## src/rtl/mem_readback_if.sv

```systemverilog
// Output stream of the memory readback engine: one word per handshake,
// tagged with its source address and an end-of-sweep marker.
interface mem_readback_if #(
  parameter int WID = 5
);
  logic           valid;
  logic           ready;
  logic [WID-1:0] data;
  logic [31:0]    addr;
  logic           last;

  modport master (
    output valid,
    output data,
    output addr,
    output last,
    input  ready
  );

  modport slave (
    input  valid,
    input  data,
    input  addr,
    input  last,
    output ready
  );
endinterface

```

## src/rtl/mem_readback.sv

```systemverilog
// Memory readback engine: walks the read port of a synchronous RAM from
// address 0 to DEPTH_MEM-1 and streams each word out through a small FIFO.
// A read issued in cycle n returns its data in cycle n+2. Two tag bits follow
// each read through that pipe. New reads are issued only when the FIFO is
// guaranteed to have room for every outstanding word, so backpressure never
// loses or repeats data.
module mem_readback #(
  parameter int WID_MEM    = 5,
  parameter int DEPTH_MEM  = 2048,
  parameter int FIFO_DEPTH = 4
) (
  input  logic               clk,
  input  logic               reset,
  input  logic               start,
  input  logic               abort,
  output logic [31:0]        raddr,
  input  logic [WID_MEM-1:0] rdata,
  mem_readback_if.master     m,
  output logic               busy,
  output logic               done
);

  localparam int PW = $clog2(FIFO_DEPTH);
  localparam int CW = $clog2(FIFO_DEPTH + 1);
  localparam logic [31:0] LAST_ADDR = 32'(DEPTH_MEM - 1);

  typedef enum logic [1:0] {
    IDLE  = 2'd0,
    RUN   = 2'd1,
    DRAIN = 2'd2,
    DONE  = 2'd3
  } state_t;

  state_t             state_r;
  state_t             state_nxt_s;
  logic [31:0]        raddr_r;
  logic               v1_r;          // raddr_r holds a live read this cycle
  logic               v2_r;          // rdata holds a live word this cycle
  logic [31:0]        a2_r;          // address of the word on rdata
  logic [WID_MEM-1:0] fifo_data_r [FIFO_DEPTH];
  logic [31:0]        fifo_addr_r [FIFO_DEPTH];
  logic [FIFO_DEPTH-1:0] fifo_last_r;
  logic [PW-1:0]      rd_ptr_r;
  logic [PW-1:0]      wr_ptr_r;
  logic [CW-1:0]      count_r;
  logic [CW-1:0]      count_nxt_s;
  logic               busy_r;
  logic               done_r;
  logic               issue_s;
  logic               push_s;
  logic               pop_s;
  logic               room_s;

  // Circular pointer advance that also works for non power-of-two depths.
  function automatic logic [PW-1:0] ptr_inc(input logic [PW-1:0] p);
    if (p == PW'(FIFO_DEPTH - 1)) begin
      return {PW{1'b0}};
    end else begin
      return p + PW'(1);
    end
  endfunction

  // FIFO occupancy bookkeeping and the issue-credit check.
  always_comb begin
    push_s = v2_r;
    pop_s  = (count_r != {CW{1'b0}}) && m.ready;
    room_s = ({2'b00, count_r} + {{(CW + 1){1'b0}}, v1_r} + {{(CW + 1){1'b0}}, v2_r})
             < (CW + 2)'(FIFO_DEPTH);
    case ({push_s, pop_s})
      2'b10:   count_nxt_s = count_r + CW'(1);
      2'b01:   count_nxt_s = count_r - CW'(1);
      default: count_nxt_s = count_r;
    endcase
  end

  // Sweep sequencing: next state and read-issue decision; abort wins over everything.
  always_comb begin
    state_nxt_s = state_r;
    issue_s     = 1'b0;
    if (abort) begin
      state_nxt_s = IDLE;
    end else begin
      case (state_r)
        IDLE: begin
          if (start) begin
            issue_s     = 1'b1;
            state_nxt_s = RUN;
          end else begin
            state_nxt_s = IDLE;
          end
        end
        RUN: begin
          if (room_s) begin
            issue_s = 1'b1;
            if (raddr_r + 32'd1 == LAST_ADDR) begin
              state_nxt_s = DRAIN;
            end else begin
              state_nxt_s = RUN;
            end
          end else begin
            state_nxt_s = RUN;
          end
        end
        DRAIN: begin
          if (!v1_r && !v2_r && (count_nxt_s == {CW{1'b0}})) begin
            state_nxt_s = DONE;
          end else begin
            state_nxt_s = DRAIN;
          end
        end
        DONE: begin
          state_nxt_s = IDLE;
        end
        default: begin
          state_nxt_s = IDLE;
        end
      endcase
    end
  end

  // State, status flags, read address and the two-stage in-flight tag pipe.
  always_ff @(posedge clk or negedge reset) begin
    if (!reset) begin
      state_r <= IDLE;
      busy_r  <= 1'b0;
      done_r  <= 1'b0;
      raddr_r <= 32'd0;
      v1_r    <= 1'b0;
      v2_r    <= 1'b0;
      a2_r    <= 32'd0;
    end else begin
      state_r <= state_nxt_s;
      busy_r  <= (state_nxt_s != IDLE);
      done_r  <= (state_nxt_s == DONE);
      if (issue_s) begin
        raddr_r <= (state_r == IDLE) ? 32'd0 : raddr_r + 32'd1;
      end
      if (abort) begin
        v1_r <= 1'b0;
        v2_r <= 1'b0;
      end else begin
        v1_r <= issue_s;
        v2_r <= v1_r;
      end
      a2_r <= raddr_r;
    end
  end

  // Output FIFO: captures returning words, pops on handshake, flushes on abort.
  always_ff @(posedge clk or negedge reset) begin
    if (!reset) begin
      for (int i = 0; i < FIFO_DEPTH; i++) begin
        fifo_data_r[i] <= {WID_MEM{1'b0}};
        fifo_addr_r[i] <= 32'd0;
      end
      fifo_last_r <= {FIFO_DEPTH{1'b0}};
      rd_ptr_r    <= {PW{1'b0}};
      wr_ptr_r    <= {PW{1'b0}};
      count_r     <= {CW{1'b0}};
    end else if (abort) begin
      rd_ptr_r <= {PW{1'b0}};
      wr_ptr_r <= {PW{1'b0}};
      count_r  <= {CW{1'b0}};
    end else begin
      if (push_s) begin
        fifo_data_r[wr_ptr_r] <= rdata;
        fifo_addr_r[wr_ptr_r] <= a2_r;
        fifo_last_r[wr_ptr_r] <= (a2_r == LAST_ADDR);
        wr_ptr_r              <= ptr_inc(wr_ptr_r);
      end
      if (pop_s) begin
        rd_ptr_r <= ptr_inc(rd_ptr_r);
      end
      count_r <= count_nxt_s;
    end
  end

  assign raddr   = raddr_r;
  assign busy    = busy_r;
  assign done    = done_r;
  assign m.valid = (count_r != {CW{1'b0}});
  assign m.data  = fifo_data_r[rd_ptr_r];
  assign m.addr  = fifo_addr_r[rd_ptr_r];
  assign m.last  = fifo_last_r[rd_ptr_r];

endmodule

```

## src/flat_wrapper.sv

```systemverilog
// flat-port wrapper written by rule: the top's interface ports become plain ports
module mem_readback_flat 
#(
  parameter int WID_MEM    = 5,
  parameter int DEPTH_MEM  = 2048,
  parameter int FIFO_DEPTH = 4
)
  (clk, reset, start, abort, raddr, rdata, busy, done, m_valid, m_data, m_addr, m_last, m_ready);
  mem_readback_if #(.WID((5))) m_i ();
  input  logic clk;
  input  logic reset;
  input  logic start;
  input  logic abort;
  output logic [31:0] raddr;
  input  logic [WID_MEM-1:0] rdata;
  output logic busy;
  output logic done;
  output wire logic [$bits(m_i.valid)-1:0] m_valid;
  output wire logic [$bits(m_i.data)-1:0] m_data;
  output wire logic [$bits(m_i.addr)-1:0] m_addr;
  output wire logic [$bits(m_i.last)-1:0] m_last;
  input wire logic [$bits(m_i.ready)-1:0] m_ready;
  assign m_valid = m_i.valid;
  assign m_data = m_i.data;
  assign m_addr = m_i.addr;
  assign m_last = m_i.last;
  assign m_i.ready = m_ready;
  mem_readback #(.WID_MEM(WID_MEM), .DEPTH_MEM(DEPTH_MEM), .FIFO_DEPTH(FIFO_DEPTH)) u_core (.clk(clk), .reset(reset), .start(start), .abort(abort), .raddr(raddr), .rdata(rdata), .m(m_i), .busy(busy), .done(done));
endmodule
```

## config.mk

```make
export PLATFORM = sky130hd
export DESIGN_NAME = mem_readback_flat
export DESIGN_NICKNAME = d
export VERILOG_FILES = /design/src/rtl/mem_readback_if.sv /design/src/rtl/mem_readback.sv /design/src/flat_wrapper.sv
export SDC_FILE = /design/constraint.sdc
export NUM_CORES = 1
export LEC_CHECK = 0
export CORE_UTILIZATION = 57
export DETAILED_ROUTE_END_ITERATION = 7
export PLACE_DENSITY = 0.82
export SLEW_MARGIN = 10
export SYNTH_ARGS = -nofsm -noshare
export SYNTH_HDL_FRONTEND = slang
export SYNTH_SLANG_ARGS = --single-unit
```

## constraint.sdc

```tcl
create_clock -name clk -period 3.9 [get_ports clk]
set_clock_uncertainty 0.1 [all_clocks]
set_input_delay 0.39 -clock clk [delete_from_list [all_inputs] [get_ports clk]]
set_output_delay 0.39 -clock clk [all_outputs]
set_load 0.005 [all_outputs]
```

==> impl_metrics.tcl <==
set metrics [dict create \
    outcome "finished, final reports clean" \
    track_usage 0.253 \
    p_leak_nw 5.65 \
    remaining_drc_errors 0 \
    grt_pass1_wl_um 36700 \
    fill_cells 1285 \
    synth_edf_count 0 \
    p_per_area_mw_per_mm2 442 \
    maxCapViolations 0 \
    die_x_um 138 \
    finalHoldViolations 0 \
    die_area_mm2 0.0190 \
    start_util 0.583 \
    wl_per_cell_um 20.6 \
    ys_top_cells_by_area "dfrtp_1 (54%), mux2_2 (16%), mux4_2 (8.1%), o21ai_0 (2.4%), nand2_1 (1.5%)" \
    cts_root_buffer "clkbuf_16" \
    tns_ns 0 \
    rows 49 \
    dpl.hpwl_um 14300 \
    critPathKind "reg -> reg" \
    max_stage_delay_ns 0.69 \
    drtPass1Iterations 5 \
    ys_seq_elements 229 \
    antenna_found_initial 0 \
    multiInputGateArea_mm2 0.00453 \
    yosysTopAreaCell "dfrtp_1" \
    rsz0062_at_grt "no" \
    crit_slowest_cell "or4_1" \
    fin_nets 880 \
    insertion_delay_ns 0.50 \
    synth_cells 791 \
    placed_cell_area_mm2 0.0115 \
    wirelength_um 22800 \
    synth.top_cell.area_share 0.545 \
    grt_overflow 0 \
    drive_gt1_frac 0.297 \
    seqCellArea_mm2 0.00573 \
    syn_nets 812 \
    synthTopCellsByCount "dfrtp_1 (229), mux2_2 (148), o21ai_0 (51)" \
    pin_count 83 \
    grt_max_degree 110 \
    synthArstFlopShare 1.00 \
    clk_path_buf_depth 3 \
    dp.cells 1062 \
    place.gp.congestion 0.953 \
    cp_cell_sequence "ha_1 -> nand3_1 -> buf_4 -> or4_1 -> nor2_2 -> xnor2_1 -> o2111ai_1 -> nor4_1 -> o22ai_1" \
    ys_types 61 \
    worstPathRequired_ns 4.17 \
    grt_pass1_vias 6962 \
    synth.most_common_cell "dfrtp_1" \
    detailedPlace.worstSlack_ns 0.914 \
    die_h_um 138 \
    peakVddDrop_v 0.000413 \
    min_period_ns 3.09 \
    area_growth_syn_to_layout_pct 17.1 \
    num_antenna_cells 0 \
    via_count 6871 \
    yosys_warnings 0 \
    cts_tree "built" \
    synth_area_per_cell_um2 13.3 \
    placement.io_buffers 82 \
    final_cells 1104 \
    fmax_mhz 324 \
    ant_nets 0 \
    cp_top_family "simple AND/OR/NAND/NOR gates" \
    setup_viol 0 \
    post_cts_buffers 0 \
    slew_viol_final 0 \
    final_area_mm2 0.0123 \
    max-slew-margin-rel 0.454 \
    cp_num_buf_inv 1 \
    path_clk_slew_ns 0.06 \
    core_area_mm2 0.0180 \
    fin_crit_sh 0.792 \
    crit_path_start_kind "flip-flop" \
    syn_area_mm2 0.0105 \
    timing.hold.worst.class "reg -> reg" \
    htreeDepth 1 \
    worstMarginPinSlew_ns 0.819 \
    worst_slack_ns 0.811 \
    ys.flop_type "dfrtp_1" \
    endpoint_kind "flip-flop" \
    cts_inserted_buffers 23 \
    ys_seq_area_frac 0.545 \
    clock_sinks 229 \
    worstPathMaxFanout 14 \
    crit_arrival_ns 3.36 \
    vias_per_cell 6.22 \
    first_iter_violations 472 \
]
-- sequential cells by signal, indices dropped and copies added (netlist names), 3 cells and up --
name	cells
u_core.raddr	32
u_core.fifo_data_r	20
u_core.a2_r	32
u_core.fifo_addr_r	128
u_core.count_r	3
u_core.fifo_last_r	4
-- cells by family (layout without fill, tap and decap cells) --
logic type                 after synthesis  count (layout)  synth area share
AOI/OAI and AO/OA                      110             110            0.0663
xor gates and xnor gates                11              11           0.00916
adders and majority gates               11              11            0.0138
buffers and inverters                   65             149            0.0253
DFF                                    229             229             0.545
muxes                                  190             190             0.244
and+or+nand+nor                        175             175            0.0968
-- metrics by stage --
stage	hold slack, ns	power (mW)	util
floorplan	-0.00559	2.99	-
global placement	0.357	3.27	0.640
detailed placement	0.371	3.29	0.640
CTS	0.385	5.49	0.683
global route	0.404	5.65	0.683
finish	0.378	5.44	0.683
-- layout by cell type, fill, tap and decap left out, types with 10 or more instances in the layout --
cell / netlist / routed
dfrtp_1: 229 / 228
mux2_2: 148 / 148
clkdlybuf4s50_1: 0 / 81
o21ai_0: 51 / 51
nand2_1: 43 / 39
mux4_2: 38 / 38
clkbuf_16: 0 / 23
nor2_1: 22 / 22
nand4_1: 17 / 17
nand3_1: 16 / 16
inv_1: 12 / 12
a21oi_1: 12 / 12
nor4_1: 12 / 12
o31ai_1: 12 / 12
nor2b_1: 11 / 11
buf_4: 0 / 11
ha_1: 10 / 10
-- report_power, final --
| group | total, mW | switching [mW] | internal [mW] |
|---|---|---|---|
| Sequential | 2.58 | 0.115 | 2.46 |
| Combinational | 0.666 | 0.307 | 0.359 |
| Clock | 2.20 | 0.891 | 1.31 |
| Total | 5.44 | 1.31 | 4.13 |
-- worst reg2reg max path: cells and delay by family, from the launching register on --
kind / cells / cell delay [ns]
DFF: 1 / 0.52
adders and majority gates: 1 / 0.31
AOI/OAI and AO/OA: 2 / 0.26
and+or+nand+nor: 4 / 1.37
xor gates and xnor gates: 1 / 0.18
buffers and inverters: 1 / 0.21
-- per-layer routing --
| layer | up-vias | part of all wire | wire [um] | GRT usage |
|---|---|---|---|---|
| li1 | 3084 | - | - | - |
| met1 | 3538 | 0.43 | 9860 | 0.349 |
| met2 | 208 | 0.49 | 11200 | 0.418 |
| met3 | 41 | 0.053 | 1200 | 0.0346 |
| met4 | 0 | 0.023 | 519 | 0.0785 |
| met5 | - | 0 | 0 | 0 |
-- final timing paths --
check | from | endpoint | slack, ns | cells after the start
max | u_core.raddr[0] | u_core.state_r[0] | 0.81 | 9
min | u_core.fifo_last_r[1] | u_core.fifo_last_r[1] | 0.38 | 2
max reg2reg | u_core.raddr[0] | u_core.state_r[0] | 0.81 | 9
min reg2reg | u_core.fifo_last_r[1] | u_core.fifo_last_r[1] | 0.38 | 2
max in group asynchronous | reset | u_core.fifo_data_r[15] | 2.39 | 3
min in group asynchronous | reset | u_core.fifo_addr_r[69] | 0.41 | 2
-- final cells by class --
type,count,share of cell area
clock inverter,5,0.00498
sequential,229,0.465
timing repair buffer,96,0.0778
clock buffer,36,0.0572
multi-input combinational,497,0.368
tap,229,0.0233
inverter,12,0.00366
-- timing repair --
action | in CTS | in global routing
endpoints found under the setup margin | 0 | 0
gates resized for setup | 0 | 0
hold buffers | 1 | 0
hold endpoints to repair | 106 | 0
Note: power is estimated with default switching activity, not from simulation.
